==> src/rtl/lti_dac_pkg.sv <==
// Shared types and frame builder for the LTI controller's SPI DAC writer.
// Build option: LTI_DAC_OFFSET_BINARY_EN flips the sample MSB at capture.
package lti_dac_pkg;

    localparam int DAC_DW    = 16;
    localparam int DAC_CMD_W = 8;
    localparam int DAC_FW    = DAC_CMD_W + DAC_DW;

    localparam logic [DAC_CMD_W-1:0] DAC_CMD = 8'h03;

    typedef enum logic [1:0] {
        IDLE  = 2'd0,
        SHIFT = 2'd1,
        GAP   = 2'd2
    } dac_state_e;

    function automatic logic [DAC_FW-1:0] lti_dac_frame(
        input logic [DAC_CMD_W-1:0] cmd,
        input logic [DAC_DW-1:0]    s
    );
`ifdef LTI_DAC_OFFSET_BINARY_EN
        // Two's complement to offset binary for unipolar converters.
        return {cmd, ~s[DAC_DW-1], s[DAC_DW-2:0]};
`else
        return {cmd, s};
`endif
    endfunction

endpackage

==> src/rtl/lti_dac_spi_writer_timer.sv <==
// Phase and bit counters for one SPI mode-0 frame; generates sclk and
// the strobes that advance the shifter and close the frame.
module spi_bit_timer
    import lti_dac_pkg::*;
#(
    parameter int FW      = DAC_FW,
    parameter int CLK_DIV = 2
) (
    input  logic clk,
    input  logic rst,
    input  logic start,
    output logic sclk,
    output logic bit_start,
    output logic frame_end
);

    localparam int PH_W  = $clog2(2 * CLK_DIV);
    localparam int BIT_W = $clog2(FW);

    localparam logic [PH_W-1:0]  PH_LAST  = PH_W'(2 * CLK_DIV - 1);
    localparam logic [PH_W-1:0]  PH_HIGH  = PH_W'(CLK_DIV);
    localparam logic [BIT_W-1:0] BIT_LAST = BIT_W'(FW - 1);

    logic             r_active;
    logic [PH_W-1:0]  r_phase;
    logic [BIT_W-1:0] r_bit;
    logic             w_ph_last;

    assign w_ph_last = r_active && (r_phase == PH_LAST);

    always_ff @(posedge clk or posedge rst) begin
        if (rst) begin
            r_active <= 1'b0;
            r_phase  <= '0;
            r_bit    <= '0;
        end else if (start) begin
            r_active <= 1'b1;
            r_phase  <= '0;
            r_bit    <= '0;
        end else if (w_ph_last) begin
            r_phase <= '0;
            if (r_bit == BIT_LAST) begin
                r_active <= 1'b0;
            end else begin
                r_bit <= r_bit + 1'b1;
            end
        end else if (r_active) begin
            r_phase <= r_phase + 1'b1;
        end
    end

    // bit_start fires on the edge that opens the next bit period.
    assign sclk      = r_active && (r_phase >= PH_HIGH);
    assign bit_start = w_ph_last && (r_bit != BIT_LAST);
    assign frame_end = w_ph_last && (r_bit == BIT_LAST);

endmodule

==> src/rtl/lti_dac_spi_writer.sv <==
// SPI DAC writer: {CMD, sample} frames, one-deep holding slot, overrun flag.
// Build option: LTI_DAC_OFFSET_BINARY_EN (see lti_dac_pkg).
module lti_dac_spi_writer
    import lti_dac_pkg::*;
#(
    parameter int                 DW      = DAC_DW,
    parameter int                 CMD_W   = DAC_CMD_W,
    parameter logic [CMD_W-1:0]   CMD     = DAC_CMD,
    parameter int                 FW      = CMD_W + DW,
    parameter int                 CLK_DIV = 2,
    parameter int                 GAP_CYC = 2
) (
    input  logic          clk,
    input  logic          rst,
    input  logic [DW-1:0] sig_in,
    input  logic          ce_in,
    input  logic          clear_overrun,
    output logic          sclk,
    output logic          mosi,
    output logic          cs_n,
    output logic          busy,
    output logic          done,
    output logic          overrun
);

    localparam int GAP_W = $clog2(GAP_CYC + 1);
    localparam logic [GAP_W-1:0] GAP_LAST = GAP_W'(GAP_CYC - 1);

    dac_state_e       r_state;
    logic [FW-1:0]    r_shift;
    logic [DW-1:0]    r_hold;
    logic             r_pending;
    logic             r_overrun;
    logic             r_done;
    logic [GAP_W-1:0] r_gap;

    logic w_gap_last;
    logic w_load_hold;
    logic w_gap_direct;
    logic w_hold_wr;
    logic w_ovr_set;
    logic w_start;
    logic w_bit_start;
    logic w_frame_end;

    assign w_gap_last   = (r_state == GAP) && (r_gap == GAP_LAST);
    assign w_load_hold  = w_gap_last && r_pending;
    // Empty slot at the end of the gap: start straight from sig_in.
    assign w_gap_direct = w_gap_last && !r_pending && ce_in;
    assign w_hold_wr    = ce_in && (r_state != IDLE) && !w_gap_direct;
    assign w_ovr_set    = w_hold_wr && r_pending && !w_load_hold;
    assign w_start      = ((r_state == IDLE) && ce_in)
                        || w_load_hold || w_gap_direct;

    spi_bit_timer #(
        .FW      (FW),
        .CLK_DIV (CLK_DIV)
    ) u_timer (
        .clk       (clk),
        .rst       (rst),
        .start     (w_start),
        .sclk      (sclk),
        .bit_start (w_bit_start),
        .frame_end (w_frame_end)
    );

    always_ff @(posedge clk or posedge rst) begin
        if (rst) begin
            r_state <= IDLE;
            r_shift <= '0;
            r_gap   <= '0;
            r_done  <= 1'b0;
        end else begin
            r_done <= (r_state == SHIFT) && w_frame_end;
            unique case (r_state)
                IDLE: begin
                    if (ce_in) begin
                        r_state <= SHIFT;
                        r_shift <= lti_dac_frame(CMD, sig_in);
                    end
                end
                SHIFT: begin
                    if (w_frame_end) begin
                        r_state <= GAP;
                        r_gap   <= '0;
                    end else if (w_bit_start) begin
                        r_shift <= {r_shift[FW-2:0], 1'b0};
                    end
                end
                GAP: begin
                    if (w_load_hold) begin
                        r_state <= SHIFT;
                        r_shift <= lti_dac_frame(CMD, r_hold);
                    end else if (w_gap_direct) begin
                        r_state <= SHIFT;
                        r_shift <= lti_dac_frame(CMD, sig_in);
                    end else if (w_gap_last) begin
                        r_state <= IDLE;
                    end else begin
                        r_gap <= r_gap + 1'b1;
                    end
                end
                default: r_state <= IDLE;
            endcase
        end
    end

    always_ff @(posedge clk or posedge rst) begin
        if (rst) begin
            r_hold    <= '0;
            r_pending <= 1'b0;
            r_overrun <= 1'b0;
        end else begin
            if (w_hold_wr) begin
                r_hold <= sig_in;
            end
            if (w_load_hold) begin
                r_pending <= ce_in;
            end else if (w_hold_wr) begin
                r_pending <= 1'b1;
            end
            if (w_ovr_set) begin
                r_overrun <= 1'b1;
            end else if (clear_overrun) begin
                r_overrun <= 1'b0;
            end
        end
    end

    assign busy    = (r_state != IDLE);
    assign cs_n    = (r_state != SHIFT);
    assign mosi    = (r_state == SHIFT) && r_shift[FW-1];
    assign done    = r_done;
    assign overrun = r_overrun;

endmodule

==> config.mk <==
export PLATFORM = sky130hd
export DESIGN_NAME = lti_dac_spi_writer
export DESIGN_NICKNAME = d
export VERILOG_FILES = /design/src/rtl/lti_dac_pkg.sv /design/src/rtl/lti_dac_spi_writer_timer.sv /design/src/rtl/lti_dac_spi_writer.sv
export SDC_FILE = /design/constraint.sdc
export NUM_CORES = 1
export LEC_CHECK = 0
export CAP_MARGIN = 20
export CORE_MARGIN = 2
export CORE_UTILIZATION = 45
export CTS_BUF_LIST = sky130_fd_sc_hd__clkbuf_2 sky130_fd_sc_hd__clkbuf_4 sky130_fd_sc_hd__clkbuf_8
export DETAILED_ROUTE_END_ITERATION = 10
export MAX_ROUTING_LAYER = met4
export PLACE_DENSITY = 0.7
export SLEW_MARGIN = 20
export SYNTH_ARGS = -nofsm -noshare
export SYNTH_HDL_FRONTEND = slang
export SYNTH_SLANG_ARGS = --single-unit
==> constraint.sdc <==
create_clock -name clk -period 2.1 [get_ports clk]
set_input_delay 0.42 -clock clk [delete_from_list [all_inputs] [get_ports clk]]
set_output_delay 0.42 -clock clk [all_outputs]
set_load 0.02 [all_outputs]
==> impl_metrics.tcl <==
set metrics [dict create \
    timing.final.crit_share_pct 95.84 \
    ys_async_sr_fraction_pct 100.0 \
    grt_first_pass_wirelength_mm 10.07 \
    hold_viol 0 \
    p_total_uw 3868 \
    maxSlewHeadroom_pct 60.35 \
    synth_top_area_cell "dfrtp_1" \
    place_inst 353 \
    clock_sinks 55 \
    cts-buffers-inserted 5 \
    clk_pin_slew_worst_paths_ns 0.09 \
    crit_path_start_kind "register" \
    antenna_found_initial 0 \
    crit_required_ns 1.68 \
    die_area_mm2 0.006919 \
    htree_levels 2 \
    io_buffers 25 \
    leakage_uw 0.001480 \
    rows 28 \
    pwr_density_cell_mw_per_mm2 1154 \
    finalCoreUtilization_pct 55.93 \
    post_synth_num_cell_types 48 \
    synth_flop_cell "dfrtp_1" \
    post-cts-setup-buffer-count 0 \
    die_width_um 83.18 \
    io-pin-count 26 \
    num_antenna_cells 0 \
    stdcell_count 359 \
    setup_tns_ns 0 \
    ys_seq_elements 55 \
    tightest_slew_ns 0.5925 \
    wl_per_cell_um 16.25 \
    synth_nets 278 \
    fin_crit_ns 2.013 \
    detail-route-antenna-nets 0 \
    critPathMaxFanout 5 \
    cts.path.max_buffers 2 \
    skew_ns 0.007279 \
    final_max_slew_viol_count 0 \
    seq_area_frac_synth_pct 48.78 \
    gp_congestion 0.7693 \
    firstDrtPassIters 4 \
    max_clock_freq_mhz 496.9 \
    rsz0062_at_grt "no" \
    cts_root_buf "clkbuf_8" \
    viasPerCell 5.891 \
    grt_max_degree 22 \
    ir_drop_mv 0.5966 \
    cts_tree "yes" \
    worstSkewPairLatency_ns 0.31 \
    drive_gt1_share_pct 19.37 \
    worst_setup_path_end_kind "primary output" \
    globalRouteTotalUtil_pct 18.51 \
    synth_edf_count 0 \
    yosys-top-cells-area "dfrtp_1, mux2_2, mux2i_1, ha_1, a222oi_1" \
    core_area_mm2 0.005991 \
    wl_mm 5.835 \
    synthCells 249 \
    synth_area_mm2 0.002821 \
    crit_type "reg -> out" \
    start_util_pct 47.10 \
    drt-initial-drc-count 87 \
    fin_nets 314 \
    yosys_warnings 0 \
    setup_viol 0 \
    drc 0 \
    dp_hpwl_mm 4.083 \
    grt_pass1_vias 2123 \
    die_h_um 83.18 \
    holdCritPathClass "in -> async" \
    yosys.area.top_type_share_pct 48.78 \
    vias 2115 \
    grt_remaining_overflow 0 \
    avgSynthCellArea_um2 11.33 \
    crit_arrival_ns 1.59 \
    outcome "finished, final reports clean" \
    layout-area-overhead-vs-synth_pct 18.76 \
    max-cap-violations 0 \
]
==> kinds of logic after synthesis <==
| group | count (synthesis) | share of synthesized area [%] |
|---|---|---|
| AOI/OAI and AO/OA | 67 | 19.56 |
| xor gates and xnor gates | 3 | 0.9314 |
| adders and majority gates | 9 | 3.991 |
| buffers and inverters | 32 | 4.700 |
| DFF | 55 | 48.78 |
| muxes | 34 | 13.04 |
| and+or+nand+nor | 49 | 9.003 |
==> cell type report <==
cell class | count | area [µm²]
Timing Repair Buffer | 42 | 410.4
Multi-Input combinational cell | 162 | 1323
Fill cell | 539 | 2640
Inverter | 19 | 71.32
Sequential cell | 55 | 1376
Tap cell | 75 | 93.84
Clock inverter | 1 | 7.507
Clock buffer | 5 | 68.82
==> where the power goes <==
group	leakage, µW	internal [µW]	switching (µW)
sequential	0.000685	1440	210
clock	0.0000361	222	334
combinational	0.000759	837	826
==> per-layer routing <==
metal	global-route usage [%]	routed length [µm]	vias to the layer above
met5	-	0	-
met4	4.322	50	0
met3	4.871	263	5
met2	31.82	2987	49
met1	21.78	2534	1060
li1	-	-	1001
==> repair_timing <==
action | CTS | global route
resized for setup | 4 | 2
endpoints found under the setup margin | 4 | 21
cloned | 0 | 0
hold buffers | 0 | 0
endpoints found under the hold margin | 0 | 0
==> layout by cell type (no fill, tap or decap), types with 5 or more instances in the layout <==
cell type,instances
dfrtp_1,55
o21ai_0,11
ha_1,8
mux2i_1,12
a22o_1,10
clkdlybuf4s50_1,21
nand2_1,9
o2bb2ai_1,5
mux2_2,22
a222oi_1,10
nand3_1,7
nor2_1,17
clkbuf_8,5
buf_4,14
a22oi_1,5
inv_1,17
==> synth_stat cells, types with 5 or more instances <==
| master | count |
|---|---|
| mux2_2 | 22 |
| clkbuf_1 | 8 |
| ha_1 | 9 |
| dfrtp_1 | 55 |
| a222oi_1 | 10 |
| o21ai_0 | 11 |
| a22o_1 | 10 |
| o2bb2ai_1 | 5 |
| nand2_1 | 9 |
| a22oi_1 | 5 |
| inv_1 | 18 |
| nand3_1 | 7 |
| nor2_1 | 17 |
| mux2i_1 | 12 |
==> worst max-delay path, stage by stage (launching register included) <==
cell and delay, ns:
dfrtp_1 0.44, inv_1 0.11, ha_1 0.21, and2_1 0.18
dlygate4sd2_1 0.34
==> through the flow <==
stage | setup WS, ns | hold slack, ns | area (µm²)
CTS | 0.001930 | 0.4059 | 3341
global route | 0.005265 | 0.4027 | 3351
floorplan | 0.1516 | 0.4654 | 2821
global placement | 0.08670 | 0.4822 | 3269
finish | 0.08732 | 0.4035 | 3351
detailed placement | 0.01449 | 0.4895 | 3269
==> registers in the layout, summed over array words and instances (netlist names) <==
name	count
r_shift	24
r_hold	16
u_timer.r_bit	5
r_gap	2
r_state	2
u_timer.r_phase	2
done	1
overrun	1
r_pending	1
u_timer.r_active	1
==> worst paths after layout <==
kind	from	end	slack [ns]	cells after the start
worst min register to register	r_shift[19]	r_shift[19]	0.50	1
worst min-delay path	rst	r_shift[8]	0.40	2
worst max register to register	r_state[1]	r_shift[21]	0.11	7
worst max-delay path	r_state[1]	mosi	0.09	4
max in group asynchronous	rst	r_shift[23]	1.26	3
min in group clk	r_shift[19]	r_shift[19]	0.50	1
(Power assumes the default switching activity.)
==> variant: new RTL, same flow settings <==
Build with the macro `LTI_DAC_OFFSET_BINARY_EN` defined.
--- a/src/rtl/lti_dac_pkg.sv
+++ b/src/rtl/lti_dac_pkg.sv
@@ -1,5 +1,7 @@
 // Shared types and frame builder for the LTI controller's SPI DAC writer.
 // Build option: LTI_DAC_OFFSET_BINARY_EN flips the sample MSB at capture.
+`define LTI_DAC_OFFSET_BINARY_EN
+
 package lti_dac_pkg;
 
     localparam int DAC_DW    = 16;
Function: no difference found for any inputs over 10 cycles, from zero or initial values and one cycle with rst high; that may be too few to reach the edited logic, so the function may still have changed.
==> variant against the unedited design <==
- worst setup slack better by 0.040 ns
- sequential cell count unchanged
- clock power grew 31%
- critical path depth is 2 higher
- first-iteration DRC count is 78% higher
- register-to-register slack improved by 0.02 ns
- synthesized cell count rose by 3.2%
- wire length is 0.27% lower
- non-clock buffer count grew 6
- final area up 3.2%
- total power up 7.2%
- final cell count up 3.9%
- area after synthesis grew 0.75%
==> variant: results (changes against the unedited design) <==
Placement
  – Dpl cells: 360 (+2.0%)
  – Port Buffer Count: 25 (unchanged)
  – HPWL Detailed: 4.039 mm (-1.1%)
  – Final RePlAce weighted congestion: 0.8525 (+11%)
  – Worst slack, placed: 0.03943 ns (+0.02494 ns)

Outcome
  – Status: completed

Clocking
  – CTS H-tree lvls: 2 (unchanged)
  – Clk buf depth: 2 (unchanged)
  – CTS buffer count: 5 (unchanged)
  – Worst-Skew Late Latency: 0.31 ns (about the same)

STA
  – Max-slew headroom at the worst pin: 64.24% (+3.9 points)
  – Clock skew: 0.01251 ns (+0.005229 ns)

Layout
  – Top Registers: r_shift x24, r_hold x16, u_timer.r_bit x5
  – Nets: 326 (+3.8%)
  – Layout Cells excl Fill: 373 (+3.9%)
  – Share of cells above drive strength 1: 20.47% (+1.1 points)

Global route
  – Initial antenna violation count: 0 (unchanged)
  – Pin count of the biggest net entering global routing: 29 (+32%)
  – Vias in the first global route: 2055 (-3.2%)
  – First-pass GRT wire length: 9.936 mm (-1.4%)
  – GRT Overall Usage: 17.85% (-0.66 points)

Setup path
  – CP arrival: 2.17 ns (+0.58 ns)
  – CP Launch Point: u_timer.r_bit[0]
  – Worst Path Max Fanout: 10 (+5)

Pwr
  – Maximum vdd drop: 0.6043 mV (+1.3%)
  – Leakage dissipation: 1.555 nW (+5.0%)

Synth
  – Netlist cell types: 44 (-8.3%)
  – Top cells by area, synth: dfrtp_1 48%, mux2_2 8.3%, a22o_1 4.6%, mux2i_1 4.6%, ha_1 4.0%
  – Synth Warn #: 0 (unchanged)
  – Syn Area/Cell: 11.06 µm² (-2.4%)
  – Net count after synthesis: 286 (+2.9%)
  – Synth top cells by count: 55 x dfrtp_1, 22 x inv_1, 21 x mux2_2
  – Post-synthesis sequential area ratio: 48.42% (-0.36 points)

Drt
  – Total Wirelength: 5.819 mm (-0.27%)
  – DRT Pass-1 Iters: 6 (+2)
  – Routed vias/inst: 5.606 (-4.8%)
  – Initial DRC Count: 155 (+78%)
-- variant: cell types whose count changed after synthesis, moves of 2 or more --
cell / unedited run / this run
o2bb2ai_1: 5 / 1
nand2b_1: 1 / 4
a22o_1: 10 / 15
inv_1: 18 / 22
nand3_1: 7 / 9
a22oi_1: 5 / 1
clkbuf_1: 8 / 10
-- variant: what timing repair did --
| action | CTS | global route |
|---|---|---|
| resized for setup | 4 | 6 |
| buffers inserted | 0 | 5 |
| setup endpoints to repair | 4 | 13 |
-- variant: worst paths after layout --
path / endpoint / slack, ns / cells past startpoint
worst min register to register: r_shift[19] / 0.51 / 1
min in group clk: r_shift[19] / 0.51 / 1
worst max register to register: r_shift[13] / 0.13 / 6
worst min-delay path: r_hold[5] / 0.39 / 2
max in group asynchronous: r_shift[9] / 1.19 / 3
worst max-delay path: r_shift[13] / 0.13 / 6
-- variant: final cells by class --
cell class,instances,area (µm²)
repair buffers,48,469.2
clock inverters,2,35.03
flip-flops and latches,55,1378
multi-input cells,165,1319
inverters,22,82.58
fillers,515,2566
clock buffers,6,82.58
well taps,75,93.84
-- variant: where the power goes --
| group | internal [mW] | leakage, nW | switching [mW] |
|---|---|---|---|
| logic | 0.936 | 0.810 | 0.815 |
| registers | 1.44 | 0.684 | 0.222 |
| clock network | 0.386 | 0.0612 | 0.344 |
-- variant: metal layers --
layer  wire length (µm)  up-vias  global-route usage (%)
met1               2830     1018                   24.84
met4                 78        0                   4.545
met3                191        9                   3.858
met2               2718       36                   26.83
met5                  0        -                       -
li1                   -     1028                       -
-- variant: kinds of logic (layout without fill, tap and decap cells) --
logic type | count (synthesis) | after routing | synth area share (%)
compound gates | 67 | 67 | 19.41
fa+ha+maj | 9 | 9 | 3.961
simple gates | 52 | 52 | 9.067
buf+inv | 37 | 78 | 5.326
xor+xnor | 3 | 3 | 0.9245
mux | 34 | 34 | 12.90
flops | 55 | 55 | 48.42
-- variant: worst max-delay path, cell delays in order (launching register included) --
cell	delay [ns]
dfrtp_1	0.43
ha_1	0.22
and4b_4	0.19
or2_4	0.25
a211oi_4	0.27
buf_12	0.17
mux2_2	0.33
-- variant: metrics by stage --
step	hold slack, ns	area (µm²)
floorplan	0.4654	2843
global placement	0.4790	3291
detailed placement	0.4938	3291
CTS	0.3914	3403
global route	0.4044	3460
finish	0.3853	3460
